**src/rtl/threshold_pkg.sv**
```systemverilog
// threshold_pkg: shared widths, port-id encoding and response tag for the threshold ROM arbiter
package threshold_pkg;
  localparam int ROM_ADDR_W = 16;
  localparam int ROM_DATA_W = 8;
  localparam logic PORT_A = 1'b0;
  localparam logic PORT_B = 1'b1;
  typedef struct packed {
    logic valid;
    logic port;
  } tag_t;
endpackage

```
**src/rtl/rom_tag_pipe.sv**
```systemverilog
// rom_tag_pipe: LAT-deep tag shift register with sync clear, yields per-port read-valid strobes
module rom_tag_pipe
  import threshold_pkg::*;
#(
  parameter int LAT = 1
) (
  input  logic clk,
  input  logic rst_n,
  input  tag_t tag,
  output logic a_rvalid,
  output logic b_rvalid
);
  tag_t pipe [LAT];
  always_ff @(posedge clk) begin
    if (!rst_n) begin
      for (int i = 0; i < LAT; i++) pipe[i] <= '0;
    end else begin
      pipe[0] <= tag;
      for (int i = 1; i < LAT; i++) pipe[i] <= pipe[i-1];
    end
  end
  assign a_rvalid = pipe[LAT-1].valid && pipe[LAT-1].port == PORT_A;
  assign b_rvalid = pipe[LAT-1].valid && pipe[LAT-1].port == PORT_B;
endmodule

```
**src/rtl/threshold_rom_arbiter.sv**
```systemverilog
// threshold_rom_arbiter: round-robin sharing of the threshold ROM between two readers; THRESHOLD_ROM_ARBITER_STATS_EN adds grant/conflict counters
module threshold_rom_arbiter
  import threshold_pkg::*;
#(
  parameter int ADDR_W  = ROM_ADDR_W,
  parameter int DATA_W  = ROM_DATA_W,
  parameter int ROM_LAT = 1
) (
  input  logic              clk,
  input  logic              rst_n,
  input  logic              a_req,
  input  logic [ADDR_W-1:0] a_addr,
  output logic              a_gnt,
  output logic              a_rvalid,
  output logic [DATA_W-1:0] a_rdata,
  input  logic              b_req,
  input  logic [ADDR_W-1:0] b_addr,
  output logic              b_gnt,
  output logic              b_rvalid,
  output logic [DATA_W-1:0] b_rdata,
  output logic [ADDR_W-1:0] rom_addr,
  input  logic [DATA_W-1:0] rom_q
`ifdef THRESHOLD_ROM_ARBITER_STATS_EN
  ,
  output logic [31:0]       a_grant_cnt,
  output logic [31:0]       b_grant_cnt,
  output logic [31:0]       conflict_cnt
`endif
);
  logic              last_gnt;
  logic [ADDR_W-1:0] held_addr;
  tag_t              tag;
  always_comb begin
    a_gnt     = rst_n && a_req && (!b_req || last_gnt == PORT_B);
    b_gnt     = rst_n && b_req && (!a_req || last_gnt == PORT_A);
    rom_addr  = a_gnt ? a_addr : b_gnt ? b_addr : held_addr;
    tag.valid = a_gnt || b_gnt;
    tag.port  = b_gnt ? PORT_B : PORT_A;
  end
  always_ff @(posedge clk) begin
    if (!rst_n) begin
      last_gnt  <= PORT_B;
      held_addr <= '0;
    end else if (tag.valid) begin
      last_gnt  <= tag.port;
      held_addr <= rom_addr;
    end
  end
  rom_tag_pipe #(.LAT(ROM_LAT)) u_tag_pipe (
    .clk      (clk),
    .rst_n    (rst_n),
    .tag      (tag),
    .a_rvalid (a_rvalid),
    .b_rvalid (b_rvalid)
  );
  assign a_rdata = rom_q;
  assign b_rdata = rom_q;
`ifdef THRESHOLD_ROM_ARBITER_STATS_EN
  always_ff @(posedge clk) begin
    if (!rst_n) begin
      a_grant_cnt  <= '0;
      b_grant_cnt  <= '0;
      conflict_cnt <= '0;
    end else begin
      if (a_gnt && !(&a_grant_cnt)) a_grant_cnt <= a_grant_cnt + 32'd1;
      if (b_gnt && !(&b_grant_cnt)) b_grant_cnt <= b_grant_cnt + 32'd1;
      if (a_req && b_req && !(&conflict_cnt)) conflict_cnt <= conflict_cnt + 32'd1;
    end
  end
`endif
endmodule

```
**config.mk**
```make
export PLATFORM = sky130hd
export DESIGN_NAME = threshold_rom_arbiter
export DESIGN_NICKNAME = d
export VERILOG_FILES = /design/src/rtl/threshold_pkg.sv /design/src/rtl/rom_tag_pipe.sv /design/src/rtl/threshold_rom_arbiter.sv
export SDC_FILE = /design/constraint.sdc
export NUM_CORES = 1
export LEC_CHECK = 0
export BUFFER_PORTS_ARGS = -buffer_cell sky130_fd_sc_hd__clkbuf_2
export CAP_MARGIN = 20
export CELL_PAD_IN_SITES_DETAIL_PLACEMENT = 1
export CELL_PAD_IN_SITES_GLOBAL_PLACEMENT = 1
export CORE_ASPECT_RATIO = 0.8
export CORE_MARGIN = 2
export CORE_UTILIZATION = 29
export DETAILED_ROUTE_END_ITERATION = 12
export HOLD_SLACK_MARGIN = 0.05
export MAX_ROUTING_LAYER = met4
export PLACE_DENSITY_LB_ADDON = 0.12
export SLEW_MARGIN = 40
export SYNTH_ARGS = -nofsm -noshare
export SYNTH_HDL_FRONTEND = slang
export SYNTH_HIERARCHICAL = 1
export SYNTH_SLANG_ARGS = --single-unit
```
**constraint.sdc**
```tcl
create_clock -name clk -period 3.2 [get_ports clk]
set_input_delay 0.32 -clock clk [delete_from_list [all_inputs] [get_ports clk]]
set_output_delay 0.32 -clock clk [all_outputs]
set_load 0.02 [all_outputs]
```
After elaboration in Yosys (flattened, before gate mapping):

Memories as Yosys holds them, arrays and structs flattened.
Cells that the tools add are included.

* reduce and logical (&&, ||, !) cells: 12
* bitwise operators: 2
* mux-type cells: 7

Operators by type and width (count)
* 2-to-1 mux 16 bit: 2
* logical AND 1 bit: 6
* 2-to-1 mux 1 bit: 4
* logical OR 1 bit: 3
* zero test 1 bit: 2
* 2-to-1 mux 2 bit: 1
* inverter 1 bit: 2
* OR reduction 2 bit: 1

* bits in registers: 17
* bits in writable memories: 2
* memories: 1

Memories
* u_tag_pipe.pipe: words 1, bits a word 2, read ports 1, clocked after memory_dff 0, wr ports 1, RTL line rom_tag_pipe.sv:13 `tag_t pipe [LAT];`

Logic depth before layout (Yosys ltp):

Gate-level depths: netlist (run 1).

* word-level depth: 5
* gate-level depth with buffers: 5
* gate-level depth less buffers: 3

Modules after synthesis:

The synthesis (run 1) kept the hierarchy.

By module, submodules not included
* threshold_rom_arbiter: seq. area each 340.3 µm², area an instance 1079.8 µm², instances 1, cells each 134
* rom_tag_pipe: seq. area each 40.0 µm², area an instance 68.8 µm², instances 1, cells each 6

Worst setup path before layout (run 1):

No wires, ideal clock.

* kind: in2out
* start point: input port a_req
* end point: output port rom_addr[15]
* data arrival time: 1.273 ns
* data required time: 2.880 ns
* stages on the path: 5
* setup slack: 1.607 ns
* path through: buf_6 a21boi_4 buf_6 a32oi_1 a21oi_1

* word-level cells in the longest chain between the ends: 5

Ends and longest elaborated chain
* start, declared: RTL line threshold_rom_arbiter.sv:11 `input logic a_req,`
* zero test 1 bit: RTL line threshold_rom_arbiter.sv:35 `b_gnt = rst_n && b_req && (!a_req || last_gnt == PORT_A);`
* logical OR 1 bit: RTL line threshold_rom_arbiter.sv:35
* logical AND 1 bit: RTL line threshold_rom_arbiter.sv:35
* 2-to-1 mux 16 bit: RTL line threshold_rom_arbiter.sv:36 `rom_addr = a_gnt ? a_addr : b_gnt ? b_addr : held_addr;`
* 2-to-1 mux 16 bit (*): RTL line threshold_rom_arbiter.sv:36
* end, declared: RTL line threshold_rom_arbiter.sv:21 `output logic [ADDR_W-1:0] rom_addr,`

Every way passes the cells marked *; elsewhere a longest branch is shown, timed or not.

Final worst setup path (run 1):

* start point: register last_gnt
* end point: output port rom_addr[6]

* word-level cells in the longest chain between the ends: 5

Ends and longest elaborated chain
* start, declared: RTL line threshold_rom_arbiter.sv:30 `logic last_gnt;`
* start signal, assigned: RTL line threshold_rom_arbiter.sv:45 `last_gnt <= tag.port;`
* inverter 1 bit: RTL line threshold_rom_arbiter.sv:35
* logical OR 1 bit: RTL line threshold_rom_arbiter.sv:35
* logical AND 1 bit: RTL line threshold_rom_arbiter.sv:35
* 2-to-1 mux 16 bit: RTL line threshold_rom_arbiter.sv:36
* 2-to-1 mux 16 bit (*): RTL line threshold_rom_arbiter.sv:36

Marked as above.

==> summary by stage, run 1 <==
Status
The flow ran to the end, and the final reports show no timing, DRC or antenna violations.

Routing
The first routing iteration left 51 violations. The final layout contains routed wiring with a total length of 3.04 mm. In the routed design, unresolved DRC markers number 0. The remaining number of nets flagged by the antenna check after routing is 0. Dividing the detail-routed via count by the number of cells gives 4.96. Dividing the detail-routed wire length by the instance count gives 13.5 um. Summing over every cut layer, the via total after detailed routing is 1115.

The total iterations of the first detailed-routing run is 4.

Synth
The commonest cells after synthesis are a21oi_1, dfxtp_1, buf_4, nor2_1, o21ai_0. Ranked by total cell area, the synthesized netlist is headed by dfxtp_1, a21oi_1, buf_4. The cell count after synthesis is 140. The number of nets produced by synthesis is 184.

After synthesis, the largest area contributor takes up 33.1% of total cell area. The largest area contributor in the netlist is dfxtp_1. The average footprint of a synthesized cell is 8.20 sq um. The fraction of synthesis flops using an asynchronous set or reset pin is 0%. The number of enable-type register cells in the synthesized netlist is 0. The count of cell types in the netlist is 19. Yosys printed 6 warnings.

The post-synthesis instance area is 1150 sq um. The main flop type after synthesis is dfxtp_1. The proportion of synthesized chip area in sequential cells is 33.1%. Yosys instantiated no cell more often than a21oi_1. The post-synthesis register bit count is 19.

Critical path
The first element of the critical path is last_gnt. The critical path goes through nand2b_1 > a32oi_1 > a21oi_1 > clkbuf_2. The critical path startpoint category is a flop. For the worst setup path, the data required time is 2.88 ns.

In this design, the largest share of critical-path delay is due to simple AND/OR/NAND/NOR gates. On the critical path, the stage with the largest delay is an instance of nand2b_1. STA puts the critical path data arrival time at 1.91 ns. The timing endpoint of the critical path is rom_addr[6]. The category of the worst setup path capture point is a primary output. The endpoint identified for the worst register-to-register timing path is held_addr[13].

The classification of the worst setup path is flop to primary output. The maximum fanout along the worst path is 18. The setup check on the worst reg-to-reg path leaves a slack of 1.66 ns. The count of buffering cells on the critical path with inverters included is 1. In this run the number of cells on the critical path is 4. The startpoint identified for the worst register-to-register timing path is last_gnt. Measured in cells, the most critical reg-to-reg path has a length of 3. For this run, the slowest stage of the critical path takes 0.64 ns.

Final layout
Relative to the synthesized area, the layout overhead comes to 15.5%. After the last flow step, the layout net total stands at 215. The filler cell count is 489. The end-of-flow core utilization is 34.9%. The antenna diode count is 0. Cells with a size suffix above 1 make up 38.8% of the layout.

GRT
The initial antenna violation count is 0. For this run, the total global-route usage over all layers was measured as 14.2%. The number of global-route vias before repair was 1082. The first global-routing pass estimated 4.78 mm of wire. The largest net degree at the start of global routing is 66. The remaining global-route overflow is 0.

Power and ir drop
The net load switching power is 191 uW. The share of total power dissipated in sequential elements is 44.1%. The cell area power density is 450 nW/um^2. Combinational logic is responsible for 28.5% of the overall power. The worst-case IR drop observed on VDD is 0.176 mV. Internal power comes to 406 uW.

The switching power share of the total is 32.0%. In this run, the clock network consumes 27.4% of the power. The analysis attributes to cell leakage a power of 0.000583 uW.

Clock network
The number of gates resized after CTS is 0. The cell at the root of the clock tree is clkbuf_8. The clock sink count is 19. Buffers inserted to repair hold after CTS numbered 0. The number of buffers on the longest clock path is 2. At the later pin of the worst-skew pair, clock insertion delay measures 0.25 ns. Once the clock tree was built, the setup fixing pass inserted 0 buffers.

The H-tree depth reported by CTS is 1. TritonCTS built the clock tree. After clock tree synthesis, the clock-pin slew on the worst setup and hold paths is 0.07 ns. The number of clock buffers inserted by TritonCTS is 3.

STA
For the final database, setup skew stands at 0.00165 ns. The final cycle utilization of the critical path is 69.6%. After layout, the minimum clock period comes to 2.23 ns. The final max-slew violation count is 0. Setup repair after global routing left no endpoint under its margin. Setup violations remaining at the end of the flow were counted as 0. Final hold analysis gives a worst-case slack of 0.372 ns.

The slew at the pin with the worst max-slew slack is 0.777 ns. After layout, the worst setup slack is 0.974 ns. The number of endpoints with negative hold slack in the final report is 0. After routing, the total negative slack on setup checks comes to 0 ns. The highest clock frequency the design can meet is 0.449 GHz. The worst slew slack as a fraction of its limit is 48.2%.

Min path
The worst min-delay path class is primary input to flop.

Die
The number of core rows is 20. The core region is 3800 sq um. The overall die area is 4480 sq um. For this configuration, the core starts out at a cell density of 30.2%. Pin placement for this block handled 80 I/O pins. The chip height is 60.3 um. The horizontal die dimension is 74.4 um.

Placed design
Before CTS, the worst setup slack after placement is 1.05 ns. The count of buffers added on input and output ports is 55. The placed wire-length estimate after detailed placement is 2.21 mm. The congestion estimate from routability-driven global placement came to 0.699.

Job
The number of maximum-capacitance violations is 0.
==> worst min-delay path by stage <==
stage / from / end / slack [ns] / depth (start not counted)
after global routing: b_addr[6] / held_addr[6] / 0.38 / 3
after floorplan: rst_n / u_tag_pipe/pipe[0][1] / 0.44 / 1
after global placement: last_gnt / last_gnt / 0.52 / 2
after detailed placement: last_gnt / last_gnt / 0.54 / 2
after CTS: b_addr[10] / held_addr[10] / 0.37 / 3
final: b_addr[10] / held_addr[10] / 0.37 / 3
==> placed cells by master, fill, tap and decap left out, drive strengths merged <==
cell | synthesis | routed
clkbuf | 4 | 59
a21oi | 32 | 32
dfxtp | 19 | 19
nor2 | 16 | 16
o21ai | 16 | 16
a32oi | 16 | 16
and2 | 4 | 4
nand2b | 2 | 2
o21a | 1 | 1
a21boi | 1 | 1
and3 | 1 | 1
nand3 | 1 | 1
buf | 26 | 1
and2b | 1 | 1
==> final cells by class <==
cell class	instances	area, sq um	area share, %
tap	55	68.8	5.19
timing repair buffer	56	283	21.3
multi-input combinational	91	549	41.4
sequential	19	380	28.7
clock buffer	4	45.0	3.40
==> power by group through the flow <==
| stage | registers (uW) | logic, uW | clock network (uW) |
|---|---|---|---|
| after floorplan | 266 | 148 | 0 |
| after global placement | 267 | 168 | 0 |
| after detailed placement | 268 | 173 | 0 |
| after CTS | 263 | 173 | 174 |
| after global routing | 265 | 189 | 183 |
| final | 263 | 170 | 164 |
==> cells by family after synthesis <==
| kind of cell | share of synthesized area (%) |
|---|---|
| AO/OA/AOI/OAI | 37.4 |
| buffers and inverters | 19.2 |
| flip-flops | 33.1 |
| AND/OR/NAND/NOR | 10.3 |
==> sequential cells by signal (all words and copies together) (netlist names) <==
register / flops
last_gnt: 1
held_addr: 16
u_tag_pipe/pipe: 2
==> metal layers <==
metal	up-vias	track usage (%)	part of all wire, %
li1	554	-	-
met1	525	15.6	43
met2	30	26.3	52
met3	6	3.54	4.5
met4	0	2.30	0.76
met5	-	-	0
==> tightest hold or removal path, stage by stage <==
cell	delay, ns
clkbuf_2	0.08
a32oi_2	0.05
a21oi_1	0.13
==> metrics by stage <==
stage / std cells / power, uW / instance area (sq um)
after floorplan: 140 / 414 / 1150
after global placement: 221 / 435 / 1280
after detailed placement: 221 / 441 / 1280
after CTS: 225 / 611 / 1330
after global routing: 225 / 637 / 1330
final: 225 / 597 / 1330
(Power assumes the default switching activity.)
==> inputs of run 2 (changes only) <==
--- a/config.mk
+++ b/config.mk
@@ -11,7 +11,7 @@
 export CELL_PAD_IN_SITES_GLOBAL_PLACEMENT = 1
 export CORE_ASPECT_RATIO = 0.8
 export CORE_MARGIN = 2
-export CORE_UTILIZATION = 29
+export CORE_UTILIZATION = 25
 export DETAILED_ROUTE_END_ITERATION = 12
 export HOLD_SLACK_MARGIN = 0.05
 export MAX_ROUTING_LAYER = met4
==> constraint.sdc (replaced) <==
create_clock -name clk -period 1.8 [get_ports clk]
set_input_delay 0.18 -clock clk [delete_from_list [all_inputs] [get_ports clk]]
set_output_delay 0.18 -clock clk [all_outputs]
set_load 0.02 [all_outputs]
==> summary by stage, run 2 (synthesis gave the netlist of run 1 again) <==
Power and ir drop
Dividing total power by cell area gives a power density of 776 nW/um^2. Summed over all cells, the static leakage comes to 0.000625 uW. The maximum vdd drop is 0.401 mV.

Routing
Summing over every cut layer, the via total after detailed routing is 1135. The average wire per standard cell is 14.0 um. The detail route stage leaves a number of antenna-violating nets equal to 0.

For this block, the routed nets add up to 3.30 mm of wire. The DRC violations left is 0. The via density per instance is 4.81. The initial DRC count is 24. The first detailed-routing pass ran for 3 iterations.

Critical path
The arrival time reported for the critical path endpoint is 1.47 ns. Together, buffers and inverters on the worst path number 2. The classification of the worst setup path is flop to primary output.

The maximum fanout along the worst path is 8. The category of the worst setup path capture point is a primary output. The longest individual stage delay on the worst path is 0.37 ns. Walking the worst path, the cells encountered are nand2b_4 > buf_4 > a32oi_1 > a21oi_1 > clkbuf_2. The dominant delay contributor by cell family on the critical path is flip-flops.

The reg-to-reg startpoint is last_gnt. Data on the critical path is required at its endpoint by 1.62 ns. The worst setup path is launched from a flop. The largest individual stage delay along the critical path comes from the cell dfxtp_2. The first element of the critical path is last_gnt.

Final layout
The repair_antennas step left the layout with diodes totalling 0. More flip-flops sit in one register than any other, and that register is held_addr. The register with the most flip-flops in the layout has 16 of them. The largest registers in the layout are held_addr: 16 flops, u_tag_pipe/pipe: 2 flops, last_gnt: 1 flops. The number of nets in the final layout is 221. In the layout the commonest cells are clkbuf_2, a21oi_1, dfxtp_1. The post-route netlist has 42.6% of its cells at a drive strength greater than 1. The most common cell after layout, fill and taps aside is clkbuf_2. The area growth from synthesis to layout is 22.4%.

Fill cells in the final layout number 555.

Die
Once the floorplan was initialized, standard cells occupied 25.4% of the core. The die is 64.6 um tall. The total area inside the core boundary comes to 4510 sq um. The floorplan has 22 rows.

The overall die area is 5160 sq um. The top-level port count is 80. The horizontal die dimension is 79.8 um.

GRT
For this run the aggregate overflow at the end of global routing stands at 0. The initial antenna violation count is 0. Global routing used 13.4% of the available tracks. For met2 alone, demand over resource in global routing was 21.2%. The most crowded layer after global routing is met2. The first-pass GRT wire length is 5.30 mm.

The largest net degree at the start of global routing is 66. The number of global-route vias before repair is 1157. The met1 demand-to-capacity share in global routing is 16.7%. For met3 alone, demand over resource in global routing was 3.20%.

STA
Setup violations remaining at the end of the flow were counted as 0. The highest clock frequency the design can meet is 0.606 GHz. After layout, the worst path uses 91.7% of the clock period. The total negative slack for setup checks is 0 ns.

The worst hold margin is 0.231 ns. The final max-slew violation count was 0. Measured against its own limit, the worst slew margin works out to 83.8%. Setup repair after global routing left no endpoint under its margin. The number of endpoints with negative hold slack in the final report was 0.

At the pin with the least slew margin, the transition time is 0.244 ns. The worst path in the final design needs a cycle of 1.65 ns, including I/O delays and setup. The maximum clock skew at final layout is 0.00299 ns.

Clock network
The clock latency on the worst-skew pair is 0.25 ns. The H-tree depth reported by CTS is 1. TritonCTS built the clock tree. The clock sink count is 19.

In this run the deepest clock path goes through 2 buffers. The post-cts hold buffer count is 0. After clock tree synthesis, the clock-pin slew on the worst setup and hold paths is 0.07 ns.

The cell at the root of the clock tree is clkbuf_8. Counting the buffers created by CTS gives 3.

Placed design
At the end of routability-driven placement, the weighted congestion stood at 0.742. The placed wire-length estimate after detailed placement is 2.41 mm. Input and output buffers added on the ports amount to 55.

Job
The tool flagged a number of max-cap violations equal to 0.

Min path
The critical hold path startpoint is b_addr[9]. The worst hold path belongs to the class primary input to flop.

Status
The run finished with clean final reports.
==> run 2: final timing paths <==
check / to / slack (ns) / cells after the start
worst max-delay path: rom_addr[5] / 0.15 / 5
worst min-delay path: held_addr[9] / 0.23 / 3
worst max register to register: held_addr[14] / 0.65 / 4
worst min register to register: last_gnt / 0.54 / 2
==> run 2: area by class of cell <==
class / instances / area (sq um) / share of cell area, %
Sequential cell: 19 / 382 / 27.1
Tap cell: 60 / 75.1 / 5.34
Clock buffer: 4 / 45.0 / 3.20
Multi-Input combinational cell: 91 / 564 / 40.1
Timing Repair Buffer: 62 / 340 / 24.2
==> run 2: worst min-delay path, stage by stage <==
cell	delay, ns
clkbuf_2	0.08
a32oi_2	0.05
a21oi_1	0.13
==> run 2: where the power goes <==
part	internal (uW)	switching [uW]
combinational	129	195
sequential	452	16.3
clock	157	141
total	739	353
==> run 2: timing repair <==
| action | 4_1_cts | 5_1_grt |
|---|---|---|
| endpoints found under the setup margin | 12 | 14 |
| gates cloned | 0 | 0 |
| setup buffers | 1 | 0 |
| pin swaps | 1 | 0 |
| resized for setup | 1 | 3 |
==> run 2: layer usage <==
layer	up-vias	share of wire [%]	routed length (um)
met2	26	47	1570
met3	13	5.5	181
met4	0	2.2	74
met1	530	45	1480
li1	566	-	-
met5	-	0	0
==> run 2: metrics by stage <==
stage / instance area (sq um) / util (%) / total power, uW / std cells / worst slack, ns
3_3_place_gp: 1340 / 29.6 / 791 / 231 / 0.311
6_report: 1410 / 31.2 / 1090 / 236 / 0.149
4_1_cts: 1390 / 30.8 / 1110 / 236 / 0.0124
2_1_floorplan: 1150 / - / 737 / 140 / 0.390
5_1_grt: 1410 / 31.2 / 1170 / 236 / 0.0361
3_5_place_dp: 1340 / 29.6 / 800 / 231 / 0.241
